<file path="src/rtl/mem_arb_pkg.sv">
`default_nettype none
// mem_arb_pkg: shared types and default sizing for the memory port arbiter.
// Rev 1.0

package mem_arb_pkg;

  typedef enum logic [1:0] {
    ST_IDLE   = 2'd0,
    ST_ACCESS = 2'd1,
    ST_RESP   = 2'd2
  } state_e;

  typedef enum logic {
    GNT_IF = 1'b0,
    GNT_D  = 1'b1
  } grant_e;

  localparam int DEF_ADDR_W  = 17;
  localparam int DEF_DATA_W  = 32;
  localparam int DEF_MEM_LAT = 2;
  localparam int CNT_W       = 4;

endpackage

`default_nettype wire

</file>
<file path="src/rtl/mem_port_arbiter.sv">
`default_nettype none
// mem_port_arbiter: round-robin arbiter sharing one memory port between fetch and load/store.
// Rev 1.0

module mem_port_arbiter
  import mem_arb_pkg::*;
#(
  parameter int ADDR_W  = DEF_ADDR_W,
  parameter int DATA_W  = DEF_DATA_W,
  parameter int MEM_LAT = DEF_MEM_LAT
) (
  input  logic              clk,
  input  logic              rst_n,
  input  logic              if_req,
  input  logic [ADDR_W-1:0] if_addr,
  output logic              if_ack,
  output logic [DATA_W-1:0] if_rdata,
  input  logic              d_req,
  input  logic              d_we,
  input  logic [ADDR_W-1:0] d_addr,
  input  logic [DATA_W-1:0] d_wdata,
  output logic              d_ack,
  output logic [DATA_W-1:0] d_rdata,
  output logic              mem_read,
  output logic              mem_write,
  output logic [ADDR_W-1:0] mem_addr,
  output logic [DATA_W-1:0] mem_wdata,
  input  logic [DATA_W-1:0] mem_rdata,
  output logic              busy
);

  localparam logic [CNT_W-1:0] LAT_M1 = CNT_W'(MEM_LAT - 1);

  state_e            state_q, state_d;
  grant_e            gnt_q, gnt_d;
  grant_e            last_q, last_d;
  logic [CNT_W-1:0]  cnt_q, cnt_d;
  logic [ADDR_W-1:0] addr_q, addr_d;
  logic [DATA_W-1:0] wdata_q, wdata_d;
  logic              we_q, we_d;
  logic [DATA_W-1:0] if_rdata_q, if_rdata_d;
  logic [DATA_W-1:0] d_rdata_q, d_rdata_d;

  always_ff @(posedge clk) begin
    if (!rst_n) begin
      state_q    <= ST_IDLE;
      gnt_q      <= GNT_IF;
      last_q     <= GNT_IF;
      cnt_q      <= '0;
      addr_q     <= '0;
      wdata_q    <= '0;
      we_q       <= 1'b0;
      if_rdata_q <= '0;
      d_rdata_q  <= '0;
    end else begin
      state_q    <= state_d;
      gnt_q      <= gnt_d;
      last_q     <= last_d;
      cnt_q      <= cnt_d;
      addr_q     <= addr_d;
      wdata_q    <= wdata_d;
      we_q       <= we_d;
      if_rdata_q <= if_rdata_d;
      d_rdata_q  <= d_rdata_d;
    end
  end

  always_comb begin
    state_d    = state_q;
    gnt_d      = gnt_q;
    last_d     = last_q;
    cnt_d      = cnt_q;
    addr_d     = addr_q;
    wdata_d    = wdata_q;
    we_d       = we_q;
    if_rdata_d = if_rdata_q;
    d_rdata_d  = d_rdata_q;

    case (state_q)
      ST_IDLE: begin
        if (if_req || d_req) begin
          // On a tie the requester that did not win last time is served.
          if (if_req && d_req) begin
            gnt_d = (last_q == GNT_IF) ? GNT_D : GNT_IF;
          end else begin
            gnt_d = d_req ? GNT_D : GNT_IF;
          end
          last_d = gnt_d;
          if (gnt_d == GNT_D) begin
            addr_d  = d_addr;
            we_d    = d_we;
            wdata_d = d_wdata;
          end else begin
            addr_d  = if_addr;
            we_d    = 1'b0;
            wdata_d = '0;
          end
          cnt_d   = LAT_M1;
          state_d = ST_ACCESS;
        end
      end

      ST_ACCESS: begin
        if (cnt_q == '0) begin
          // Each port has its own response register so its rdata holds across the other's accesses.
          if (gnt_q == GNT_D) begin
            d_rdata_d = we_q ? '0 : mem_rdata;
          end else begin
            if_rdata_d = mem_rdata;
          end
          state_d = ST_RESP;
        end else begin
          cnt_d = cnt_q - 1'b1;
        end
      end

      ST_RESP: begin
        state_d = ST_IDLE;
      end

      default: begin
        state_d = ST_IDLE;
      end
    endcase
  end

  always_comb begin
    mem_read  = (state_q == ST_ACCESS) && !we_q;
    mem_write = (state_q == ST_ACCESS) && we_q;
    mem_addr  = addr_q;
    mem_wdata = wdata_q;
    if_ack    = (state_q == ST_RESP) && (gnt_q == GNT_IF);
    d_ack     = (state_q == ST_RESP) && (gnt_q == GNT_D);
    if_rdata  = if_rdata_q;
    d_rdata   = d_rdata_q;
    busy      = (state_q != ST_IDLE);
  end

endmodule

`default_nettype wire
</file>
<file path="config.mk">
export PLATFORM = sky130hd
export DESIGN_NAME = mem_port_arbiter
export DESIGN_NICKNAME = d
export VERILOG_FILES = /design/src/rtl/mem_arb_pkg.sv /design/src/rtl/mem_port_arbiter.sv
export SDC_FILE = /design/constraint.sdc
export NUM_CORES = 1
export LEC_CHECK = 0
export CORE_MARGIN = 5
export CORE_UTILIZATION = 35
export CTS_CLUSTER_DIAMETER = 60
export CTS_CLUSTER_SIZE = 30
export DETAILED_ROUTE_END_ITERATION = 10
export PLACE_DENSITY_LB_ADDON = 0.08
export SYNTH_ARGS = -nofsm -noshare
export SYNTH_HDL_FRONTEND = slang
export SYNTH_SLANG_ARGS = --single-unit
</file>
<file path="constraint.sdc">
create_clock -name clk -period 2.02 [get_ports clk]
set_input_delay 0.404 -clock clk [delete_from_list [all_inputs] [get_ports clk]]
set_output_delay 0.404 -clock clk [all_outputs]
set_load 0.05 [all_outputs]
</file>
Word-level counts from Yosys, hierarchy flattened
Cells that the tools add are included.

$add $sub $neg: 1. Multiply operators: 0. Divide/modulo/power cells: 0. Magnitude comparators: 0. Equality and inequality tests: 5. Shift operators: 0. Muxes and demuxes: 15. Bitwise gates (word level): 1. Reduce and logical (&&, ||, !) cells: 16.

Operators by type and width (count): 2-to-1 mux 32 bit (2); 2-to-1 mux 17 bit (1); AND reduction 3 bit (3); 2-to-1 mux 4 bit (2); case mux 4 bit (2 select lines) (1); 2-to-1 mux 1 bit (6); inequality test 2 bit, second input constant (3); logical AND 1 bit (5); zero test 4 bit (1); 2-to-1 mux 2 bit (2); case mux 2 bit (2 select lines) (1); AND reduction 2 bit (2); nonzero test 2 bit (2); subtractor 4 x 1 -> 4 bit, second input constant (1); == test 2 x 1 -> 1 bit, second input constant (1); == test 2 bit, second input constant (1); zero test 2 bit (1); zero test 1 bit (1); logical OR 1 bit (1); NOT 1 bit (1).

Bits in registers: 121. Bits in latches: 0. Bits in writable memories: 0. ROM bits: 0. Input port bits: 103. Output and inout bits: 118. Memories: 0.

Logic depth before layout (Yosys ltp)
Word-level depth: 5. Mapped depth: 8.

Worst setup path after synthesis
No wires, ideal clock.

Kind: flip-flop to output port. Start: reg state_q[1]. End: out if_ack. Arrival time: 1540 ps. Slack: 76 ps. Cell stages (with the launch flop): 2. Path through: dfxtp_1 > nor3b_1.

Word-level cells in the longest chain between the ends: 2.

RTL lines: start: declaration (line mem_port_arbiter.sv:34) `state_e state_q, state_d;`; start signal: assignment (line mem_port_arbiter.sv:56) `state_q <= state_d;`; == test 2 bit (line mem_port_arbiter.sv:132) `if_ack = (state_q == ST_RESP) && (gnt_q == GNT_IF);`; logical AND 1 bit (line mem_port_arbiter.sv:132); end: declaration (line mem_port_arbiter.sv:16) `output logic if_ack,`.

No other way between the ends.

Worst setup path in the final report
Start: reg wdata_q[21] (netlist: mem_wdata[21]). End: out mem_wdata[21].

RTL lines: start: declaration (line mem_port_arbiter.sv:39) `logic [DATA_W-1:0] wdata_q, wdata_d;`; start signal: assignment (line mem_port_arbiter.sv:61) `wdata_q <= wdata_d;`; end: declaration (line mem_port_arbiter.sv:27) `output logic [DATA_W-1:0] mem_wdata,`.

No word-level cell between the ends.

==> run metrics <==
Clk Tree Root Cell=clkbuf_16; R2R depth=6; Critical Path AT=1.57 ns; Setup Skew=0.00649 ns; flop-to-flop setup slack=0.23 ns; worst hold path depth=2; Via density=4.94; Avg Inst Size Synth=10.3 µm²; FMAX=0.507 GHz; DP Wirelength=10.1 mm; Initial DRC Count=222; Critical Path End=mem_wdata[21]; Die Area=0.0163 mm²; area leader, netlist=dfxtp_1; Port Buffers=220; Total Neg Setup Slack=0 ns; YS warnings=0; overall routing resource usage=0.174; Primary FF master, synth=dfxtp_1; Synth cell types=41; PD cells=981 mW/mm²; DR WL/cell=16.3 µm; Startpoint Class=register; asr flop ratio synth=0; first-pass GRT wire length=22.5 mm; Die X-Extent=127 µm; remaining routing DRC violations=0; antenna-violating nets left=0; RSZ-0062 raised after global routing=no; Cells after Synth=467; clk sink count=121; Tmin final=1.97 ns; fraction of layout cells with a size suffix above 1=0.0876; critical path's largest stage delay=0.83 ns; crit path capture type=primary output; multi-input logic area=0.00204 mm²; vias in the first global route=4393; EDFF count, synth=0; Net Count, Synth=572; site row count=43; Initial Util=0.352; synth top area cells=dfxtp_1, mux2i_1, nand2_1; worst-skew pair later-pin latency=0.41 ns; area delta synth->final=60.2%; area share of the largest cell type after synthesis=0.501; Fillers=1233; Worst-path clk slew=0.06 ns; Reg-to-Reg Start=cnt_q[0]; post-route clock period utilization=0.976; reg2reg end=d_rdata[15]; worst slew pin tran=0.567 ns; synthesized area=0.00483 mm²; CTS tree=built; length of the first detailed-routing pass in iterations=4; Hold Path Class=register to register; num ports=221; total area of sequential cells=0.00242 mm²; most common cell after layout, fill and taps aside=clkdlybuf4s50_1; max cap viols=0; Hold-fix buffers, CTS=0; GR Overflow Total=0; Tot Pwr=7590 µW; Final nets=777; Crit path required time=1.62 ns; total leakage power=0.00361 µW; Bufs and invs on worst path=1; CTS buffer count=17; leading cell types in the layout, fill and taps excluded=clkdlybuf4s50_1, dfxtp_1, nand2_1, mux2i_1, a22o_1; crit path max-delay cell type=clkdlybuf4s50_1; register area share after synthesis=0.501; final slew viol count=0; Antenna Cells=0; pin count of the biggest net entering global routing=58; CP top delay family=buffers and inverters; Crit. path cell count=1; Setup violations, final=0; Via Count=4277; Routed Wire Length=14.1 mm; initial antenna violation count=0; crit path from=mem_wdata[21]; Longest Clk Path Bufs=2; outcome=completed; crit path cell chain=clkdlybuf4s50_1; FF+latch count, synth=121; relative slew slack=0.621; H-tree level count=4; CP Class=register to primary output; Die Ht=127 µm; Final Hold Viols=0; Worst Path Max Fanout=2; RePlAce Congestion=0.745; Post-CTS Repair Setup Buffers=0; CORE AREA=0.0137 mm²; Max VDD drop=0.000448 V
## layer usage
| layer | wire length [µm] | part of all wire | track usage |
|---|---|---|---|
| met2 | 6370 | 0.45 | 0.271 |
| met3 | 1570 | 0.11 | 0.0886 |
| met1 | 5970 | 0.42 | 0.205 |
| met5 | 0 | 0 | 0 |
| met4 | 205 | 0.015 | 0.0631 |
## stage by stage
step                      cells  hold slack [ns]   util  setup slack, ns  cell area, µm²
after floorplan             467            0.462      -           0.0764            4830
after global placement      833            0.443  0.515            0.215            7060
after detailed placement    833            0.449  0.515            0.176            7060
after CTS                   865            0.436  0.560         0.000442            7680
after global routing        865            0.467  0.564         0.000120            7740
final                       865            0.455  0.564           0.0492            7740
## worst min path at each step
stage | startpoint | to | slack [ns]
4_1_cts | rst_n | if_rdata[3] | 0.44
6_report | if_rdata[11] | if_rdata[11] | 0.45
3_5_place_dp | if_rdata[13] | if_rdata[13] | 0.45
5_1_grt | rst_n | cnt_q[1] | 0.47
2_1_floorplan | cnt_q[0] | cnt_q[0] | 0.46
3_3_place_gp | if_rdata[13] | if_rdata[13] | 0.44
## synthesized netlist by cell type, types with 2 or more instances
| master | number |
|---|---|
| dfxtp_1 | 121 |
| nand2_1 | 96 |
| mux2i_1 | 49 |
| a22o_1 | 33 |
| a21oi_1 | 32 |
| a41o_1 | 32 |
| clkbuf_1 | 18 |
| o2bb2ai_1 | 17 |
| buf_2 | 11 |
| buf_6 | 11 |
| a21boi_1 | 4 |
| buf_12 | 3 |
| dlymetal6s2s_1 | 3 |
| inv_1 | 3 |
| nor2_1 | 3 |
| ha_1 | 2 |
| nor3b_1 | 2 |
| o21ai_0 | 2 |
| or3_1 | 2 |
| or4_1 | 2 |
## repair_timing
| action | 4_1_cts | 5_1_grt |
|---|---|---|
| endpoints found under the hold margin | 0 | 0 |
| resized for setup | 1 | 25 |
| setup endpoints to repair | 1 | 25 |
| gates cloned | 0 | 0 |
## cell families (layout without fill, tap and decap cells)
kind of cell	after synthesis	count (layout)	synth area share
muxes	49	49	0.102
buffers and inverters	53	271	0.0774
and+or+nand+nor	116	116	0.106
DFF	121	121	0.501
adders and majority gates	2	2	0.00518
AOI/OAI and AO/OA	126	126	0.208
## worst register-to-register path, stage by stage, from the launching register on
cell      delay (ns)
dfxtp_1         0.31
inv_1           0.11
ha_1            0.17
and4bb_1        0.26
buf_4           0.22
and2_4          0.43
a41o_1          0.24
## flip-flops by register name, indices dropped and copies added (netlist names)
signal and cells:
d_rdata 32, state_q 2, if_rdata 32, we_q 1, last_q 1, cnt_q 4
mem_wdata 32, mem_addr 17
## power breakdown
group          leakage, µW  switching (µW)  internal (µW)
Combinational      0.00232            1070            688
Sequential        0.000986             100           2570
Clock             0.000300            1080           2090
Total              0.00361            2250           5350
## layout make-up
cell class / count / area share
Clock buffer: 20 / 0.0577
Inverter: 5 / 0.00242
Clock inverter: 12 / 0.0223
Tap cell: 180 / 0.0291
Timing Repair Buffer: 234 / 0.311
Sequential cell: 121 / 0.313
Multi-Input combinational cell: 293 / 0.264
Power figures use the tool's default switching activity.
==> patch, RTL diff (same settings) <==
The 3 states of `state_e` get a one-hot encoding in 3 bits.
--- a/src/rtl/mem_arb_pkg.sv
+++ b/src/rtl/mem_arb_pkg.sv
@@ -4,10 +4,10 @@
 
 package mem_arb_pkg;
 
-  typedef enum logic [1:0] {
-    ST_IDLE   = 2'd0,
-    ST_ACCESS = 2'd1,
-    ST_RESP   = 2'd2
+  typedef enum logic [2:0] {
+    ST_IDLE   = 3'b001,
+    ST_ACCESS = 3'b010,
+    ST_RESP   = 3'b100
   } state_e;
 
   typedef enum logic {
Function: same outputs for any inputs over 10 cycles, from zero or initial values and one cycle with rst_n low; not proved beyond that.
==> patch against the unedited design <==
Sequential cell count grew 1. Cell area is 5.9% higher. Routed wire length up 7.7%. Synthesized area is 5.4% higher. Total power down 4.0%. Sequential power is 2% lower. Clock power is essentially flat. Worst setup slack worse by 0.013 ns. Clock skew up 0.0027 ns.
==> patch: results <==
metrics = {
    "setup_path": {
        "setup.worst_path.start": "mem_wdata[16]",
        "crit-reg2reg-capture": "if_rdata[6]",
        "timing.critical_path.slowest_cell_delay_ns": 0.85,
        "rrSetupSlack_ns": 0.14,
    },
    "placed_design": {
        "dpl_worst_slack_ns": 0.0265,
        "hpwlAfterDp_um": 10500,
        "place_area_sq_mm": 0.00751,
        "weighted_congestion_at_the_end_of_routability_driven_global_placement": 0.801,
    },
    "logic_synthesis": {
        "synth_compound_gate_area_share": 0.122,
        "synth.distinct_cells": 35,
        "synthTopCellsByArea": "sky130_fd_sc_hd__dfxtp_1 (48%), sky130_fd_sc_hd__mux2i_1 (16%), sky130_fd_sc_hd__nand2_1 (7.3%), sky130_fd_sc_hd__a21oi_1 (5.0%), sky130_fd_sc_hd__nand3b_1 (4.9%)",
        "synthTopCellsByCount": "sky130_fd_sc_hd__dfxtp_1 (122), sky130_fd_sc_hd__nand2_1 (99), sky130_fd_sc_hd__mux2i_1 (81)",
        "syn_nets": 665,
        "adder_cell_fraction_of_synth_area": 0.00491,
        "yosys-mux-area-fraction": 0.159,
        "yosysSeqAreaShare": 0.480,
    },
    "timing": {
        "worstMarginPinSlew_ns": 0.792,
        "fin_worst_skew_ns": 0.00924,
        "worst_slack_ns": 0.0358,
    },
    "global_route": {
        "grt_max_degree": 132,
        "grt_antenna_before_repair": 0,
        "grt_first_pass_wirelength_um": 23400,
    },
    "route": {
        "detail_route.first_pass.iterations": 5,
        "avgViaCountPerCell": 4.98,
        "detail_route.iter0.violations": 303,
        "postRouteWirelength_um": 15200,
    },
    "clock_tree": {
        "numCtsBuffers": 17,
    },
    "final_layout": {
        "nNetsFinal": 865,
        "final_layout_size_suffix_gt1_frac": 0.0867,
    },
    "outcome": {
        "run_status": "completed",
    },
    "pwr": {
        "p_leak_nw": 3.48,
        "max-vdd-ir-drop_uv": 560,
    },
}
-- patch: cell types whose count changed after synthesis, moves of 19 or more --
cell	delta
sky130_fd_sc_hd__nand3_1	+35
sky130_fd_sc_hd__a22o_1	-33
sky130_fd_sc_hd__o21ai_0	+33
sky130_fd_sc_hd__a41o_1	-32
sky130_fd_sc_hd__mux2i_1	+32
sky130_fd_sc_hd__nand3b_1	+32
sky130_fd_sc_hd__clkbuf_1	+25
sky130_fd_sc_hd__a21oi_1	+19
-- patch: routing by layer --
layer  GRT usage  vias up  routed length [um]
li1            -     2351                   -
met1       0.204     2225                6380
met2       0.279      171                7190
met3      0.0764       15                1410
met4      0.0678        0                 226
met5           0        -                   0
-- patch: final cells by class --
type                    count  area (sq um)
fillers                  1269          6220
repair buffers            235          2450
flip-flops and latches    122          2440
multi-input cells         380          2440
clock buffers              19           443
well taps                 184           230
clock inverters            13           175
inverters                   4          15.0
-- patch: what timing repair did --
item | in CTS | in global routing
pin swaps | 0 | 1
buffers inserted | 0 | 1
endpoints found under the hold margin | 0 | 0
gates cloned | 0 | 0
gates resized for setup | 3 | 23
endpoints found under the setup margin | 1 | 38
-- patch: where the power goes --
part	internal, W	switching [W]	total, W
Combinational	0.000597	0.000919	0.00152
Sequential	0.00254	0.0000765	0.00262
Clock	0.00208	0.00107	0.00316
Total	0.00522	0.00207	0.00729
-- patch: worst min path at each step --
stage	startpoint	endpoint	slack, ns	depth (start not counted)
floorplan	cnt_q[1]	cnt_q[1]	0.46	2
finish	if_rdata[27]	if_rdata[27]	0.45	2
global placement	if_rdata[9]	if_rdata[9]	0.44	2
detailed placement	if_rdata[9]	if_rdata[9]	0.45	2
global route	if_rdata[2]	if_rdata[2]	0.48	2
CTS	d_rdata[24]	d_rdata[24]	0.46	2
-- patch: cells by family after synthesis --
kind of cell / Yosys count
AO/OA/AOI/OAI: 112
adder cells (fa/ha/maj): 2
buffers and inverters: 58
flip-flops: 122
multiplexers: 81
AND/OR/NAND/NOR: 185
-- patch: through the flow --
stage	total power [W]	instances
detailed placement	0.00419	924
floorplan	0.00357	560
CTS	0.00738	956
finish	0.00729	957
global placement	0.00416	924
global route	0.00760	957
